$ cat src/rtl/pc_stack.sv
// Program counter and shift-register return stack for a baseline-style core.
// Forms GOTO/CALL/PCL-write targets from the page bits and flags control transfers.
module pc_stack #(
  parameter int unsigned      PC_WIDTH     = 11,
  parameter int unsigned      STACK_DEPTH  = 2,
  parameter logic [PC_WIDTH-1:0] RESET_VECTOR = PC_WIDTH'(11'h7FF)
) (
  input  logic                               clk_in,
  input  logic                               reset_in,
  input  logic                               cycle_en_in,
  input  logic [1:0]                         page_in,
  input  logic                               goto_in,
  input  logic                               call_in,
  input  logic                               ret_in,
  input  logic                               pcl_write_in,
  input  logic [7:0]                         pcl_d_in,
  input  logic                               skip_in,
  input  logic [8:0]                         k_in,
  output logic [PC_WIDTH-1:0]                pc_out,
  output logic [7:0]                         pcl_out,
  output logic                               flush_out,
  output logic [$clog2(STACK_DEPTH+1)-1:0]   stack_level_out,
  output logic                               overflow_out,
  output logic                               underflow_out
);

  localparam int unsigned LW = $clog2(STACK_DEPTH + 1);
  localparam logic [LW-1:0] LEVEL_FULL = LW'(STACK_DEPTH);

  logic [PC_WIDTH-1:0] pc;
  logic [PC_WIDTH-1:0] stack [STACK_DEPTH];
  logic [LW-1:0]       level;
  logic [PC_WIDTH-1:0] pc_inc;
  logic [PC_WIDTH-1:0] goto_target;
  logic [PC_WIDTH-1:0] call_target;
  logic [PC_WIDTH-1:0] pcl_target;

  // Targets are built at the native 11-bit width, then zero-extended or truncated.
  assign pc_inc      = pc + PC_WIDTH'(1);
  assign goto_target = PC_WIDTH'({page_in, k_in});
  assign call_target = PC_WIDTH'({page_in, 1'b0, k_in[7:0]});
  assign pcl_target  = PC_WIDTH'({page_in, 1'b0, pcl_d_in});

  always_ff @(posedge clk_in) begin
    if (reset_in) begin
      pc            <= RESET_VECTOR;
      level         <= '0;
      flush_out     <= 1'b0;
      overflow_out  <= 1'b0;
      underflow_out <= 1'b0;
      // NOTE: the stack is a small register array, so clearing it in reset is cheap and makes a RETLW-before-CALL deterministic.
      for (int i = 0; i < STACK_DEPTH; i++) stack[i] <= '0;
    end else begin
      flush_out <= 1'b0;
      if (cycle_en_in) begin
        flush_out <= 1'b1;
        if (goto_in) begin
          pc <= goto_target;
        end else if (call_in) begin
          stack[0] <= pc_inc;
          for (int i = 1; i < STACK_DEPTH; i++) stack[i] <= stack[i-1];
          if (level == LEVEL_FULL) overflow_out <= 1'b1;
          else                     level        <= level + LW'(1);
          pc <= call_target;
        end else if (ret_in) begin
          // Bottom entry is not written, so it is duplicated upward on each pop.
          for (int i = 1; i < STACK_DEPTH; i++) stack[i-1] <= stack[i];
          if (level == '0) underflow_out <= 1'b1;
          else             level         <= level - LW'(1);
          pc <= stack[0];
        end else if (pcl_write_in) begin
          pc <= pcl_target;
        end else if (skip_in) begin
          pc <= pc_inc;
        end else begin
          pc        <= pc_inc;
          flush_out <= 1'b0;
        end
      end
    end
  end

  assign pc_out          = pc;
  assign pcl_out         = 8'(pc);
  assign stack_level_out = level;

endmodule

$ cat config.mk
export PLATFORM = sky130hd
export DESIGN_NAME = pc_stack
export DESIGN_NICKNAME = d
export VERILOG_FILES = /design/src/rtl/pc_stack.sv
export SDC_FILE = /design/constraint.sdc
export NUM_CORES = 1
export LEC_CHECK = 0
export ABC_AREA = 1
export CORE_MARGIN = 1
export CORE_UTILIZATION = 29
export DETAILED_ROUTE_END_ITERATION = 6
export HOLD_SLACK_MARGIN = 0.1
export PLACE_DENSITY = 0.54
export SLEW_MARGIN = 20
export SYNTH_ARGS = -nofsm -noshare
export SYNTH_HDL_FRONTEND = slang
export SYNTH_SLANG_ARGS = --single-unit
export TNS_END_PERCENT = 100
$ cat constraint.sdc
create_clock -name clk_in -period 2.4 [get_ports clk_in]
set_input_delay 0.48 -clock clk_in [delete_from_list [all_inputs] [get_ports clk_in]]
set_output_delay 0.48 -clock clk_in [all_outputs]
set_load 0.01 [all_outputs]
==> impl_metrics.toml <==
[outcome]
status = "complete, no violations"

[worst_setup_path]
crit_path_start_kind = "flop"
crit_chain = "clkdlybuf4s50_1"
crit_required_ns = 1.92
critPathKind = "flop to output port"
crit_family = "buffers and inverters"
cp_max_fo = 7
slowest_stage = "clkdlybuf4s50_1"
crit_path_max_incr_delay_ns = 0.61
worstPathArrival_ns = 1.42
cp-end-kind = "output port"
crit_buf_inv = 1

[synthesis]
synth_cell_types = 28
yosysSeqAreaShare_pct = 45.42
yosys.area_share.adder_pct = 0.5794
syn-num-nets = 313
ys_ff_latch = 38
synth_xor_area_share_pct = 1.622
syn-cell-area_sq_um = 2160
yosys_warnings = 0
synthSimpleGateAreaFrac_pct = 24.04
synthMuxAreaShare_pct = 0
netlist_instances = 285
synth_area_per_cell_sq_um = 7.577
synth_compound_area_share_pct = 14.37
synth_top_family_by_area = "simple AND/OR/NAND/NOR gates"

[die]
io_pins = 51
die_x_microns = 88.30
die-area_sq_um = 7796
core_area_sq_um = 7214
start_util_pct = 29.93
placementRows = 31
dieHeight_microns = 88.30

[drt]
drtAntennaViolNets = 0
drt-vias-per-instance = 4.485
post_drt_wl_per_cell_microns = 13.14
firstDrtPassIters = 4
num_vias = 1924
post-route-drc-count = 0
dr.first_iter.drc_count = 107
wirelength_microns = 5635

[global_route]
grt_pass1_wl_microns = 8949
grt_max_degree = 24
antenna_found_initial = 0
grt_pass1_vias = 1893
grt.overflow.total = 0
grt_use_total_pct = 15.47

[cells_and_area]
area_growth_pct = 31.05
fin_nets = 357
finish.utilization_pct = 39.23
drive_gt1_share_pct = 6.061
fin_cells = 429
num_antenna_cells = 0

[clock_network]
clk_latency_ns = 0.30
cts_setup_buffers = 0
clock_path_buffers = 2
path_clk_slew_ns = 0.08
clkSinkCount = 38
post_cts_resize_count = 0
cts_root_buf = "clkbuf_8"
tritoncts = "yes"
cts_hold_buffers = 0
cts-htree-levels = 2
cts_made_buffers = 5

[timing]
hold_viol_final = 0
tns_ns = 0
relSlewSlack_pct = 65.56
tightest_slew_ns = 0.5154
period_minus_slack_ns = 1.902
whs_ns = 0.4808
fin_crit_sh_pct = 79.25
setup_violations = 0
clock_skew_ns = 0.007405
rsz0062_at_grt = "no"
fmax_mhz = 525.8
finalMaxSlewViolations = 0

[placed_design]
dp_hpwl_microns = 4193
place_inst = 421
io_buffers = 50
gp_congestion = 0.8952

[job]
timing.max_cap.violations = 0

[hold_path]
min_path_type = "flop to flop"

[power]
vdd_drop_max_v = 0.0002489
power.total_mw = 1.764
leakage_nw = 1.245
powerDensity_nw_per_um2 = 623.3
==> final timing paths <==
check	startpoint	end	slack, ns	cells past startpoint
setup / recovery	pc_out[0]$_SDFFE_PP1P_	pc_out[0]	0.50	1
hold / removal	overflow_out$_SDFFE_PP0P_	overflow_out$_SDFFE_PP0P_	0.48	2
hold reg to reg	overflow_out$_SDFFE_PP0P_	overflow_out$_SDFFE_PP0P_	0.48	2
setup reg to reg	pc_out[0]$_SDFFE_PP1P_	pc_out[10]$_SDFFE_PP1P_	0.73	10
==> through the flow <==
step	area (sq um)	setup slack, ns
after global routing	2830	0.4534
final	2830	0.4980
after floorplan	2160	0.9114
after CTS	2830	0.4940
after global placement	2693	0.3446
after detailed placement	2693	0.3182
==> Yosys cell counts (all sizes together) <==
| cell type | n | area, sq um |
|---|---|---|
| a211oi | 3 | 22.52 |
| a21oi | 19 | 95.09 |
| a311oi | 1 | 8.760 |
| and2 | 2 | 12.51 |
| buf | 17 | 113.9 |
| clkbuf | 1 | 13.76 |
| dfxtp | 16 | 320.3 |
| dlygate4sd1 | 1 | 8.760 |
| edfxtp | 22 | 660.6 |
| ha | 1 | 12.51 |
| inv | 44 | 165.2 |
| nand2 | 78 | 292.8 |
| nand3 | 11 | 65.06 |
| nand3b | 1 | 7.510 |
| nand4 | 1 | 6.260 |
| nor2 | 30 | 125.1 |
| nor3 | 2 | 10.01 |
| o211ai | 5 | 37.54 |
| o21ai | 14 | 70.07 |
| o22ai | 11 | 68.82 |
| o31ai | 1 | 7.510 |
| xor2 | 4 | 35.03 |
==> state kept, by name (all words and copies together), names as in the netlist <==
register         count
stack               22
pc_out              11
stack_level_out      2
flush_out            1
overflow_out         1
underflow_out        1
==> worst register-to-register path, delay by kind of cell, from the launching register on <==
kind,cells,cell delay (ns)
fa+ha+maj,1,0.26
flops,1,0.52
simple gates,9,0.78
==> cell type report <==
| type | count | area, sq um |
|---|---|---|
| Clock inverter | 3 | 68.82 |
| Fill cell | 777 | 4384 |
| Sequential cell | 38 | 980.9 |
| Tap cell | 99 | 123.9 |
| Multi-Input combinational cell | 184 | 877.1 |
| Clock buffer | 5 | 68.82 |
| Timing Repair Buffer | 56 | 545.5 |
| Inverter | 44 | 165.2 |
==> report_power, final <==
group / internal (mW) / total, mW / switching [mW]
registers: 0.729 / 0.763 / 0.0339
logic: 0.153 / 0.332 / 0.179
clock network: 0.417 / 0.669 / 0.252
total: 1.30 / 1.76 / 0.465
==> logic make-up (layout without fill, tap and decap cells) <==
| logic type | after synthesis | in the layout |
|---|---|---|
| AOI/OAI and AO/OA | 54 | 54 |
| xor gates and xnor gates | 4 | 4 |
| adders and majority gates | 1 | 1 |
| buffers and inverters | 63 | 108 |
| DFF | 38 | 38 |
| and+or+nand+nor | 125 | 125 |
==> routing by layer <==
layer / share of wire (%) / global-route usage (%) / up-vias
met5: 0 / 0 / -
met4: 1.7 / 5.279 / 0
met3: 5.1 / 3.451 / 10
met2: 48 / 26.57 / 57
met1: 46 / 19.14 / 856
li1: - / - / 1001
==> layout by cell type (no fill, tap or decap) <==
| master | instances |
|---|---|
| nor2_1 | 27 |
| o22ai_1 | 11 |
| nand3_1 | 9 |
| ha_1 | 1 |
| a211oi_1 | 3 |
| clkinv_4 | 1 |
| clkbuf_8 | 5 |
| nor2_4 | 1 |
| buf_4 | 6 |
| edfxtp_1 | 22 |
| a21oi_1 | 19 |
| nand4_1 | 1 |
| nand3_2 | 2 |
| bufinv_16 | 2 |
| o211ai_1 | 5 |
| o31ai_1 | 1 |
| nor2_2 | 2 |
| a311oi_1 | 1 |
| o21ai_0 | 14 |
| nor3_1 | 2 |
| dfxtp_1 | 16 |
| and2_1 | 2 |
| inv_1 | 43 |
| xor2_1 | 4 |
| inv_2 | 1 |
| clkdlybuf4s50_1 | 50 |
| nand2_1 | 78 |
| nand3b_1 | 1 |
No activity file was read; power rests on OpenSTA's default activity.
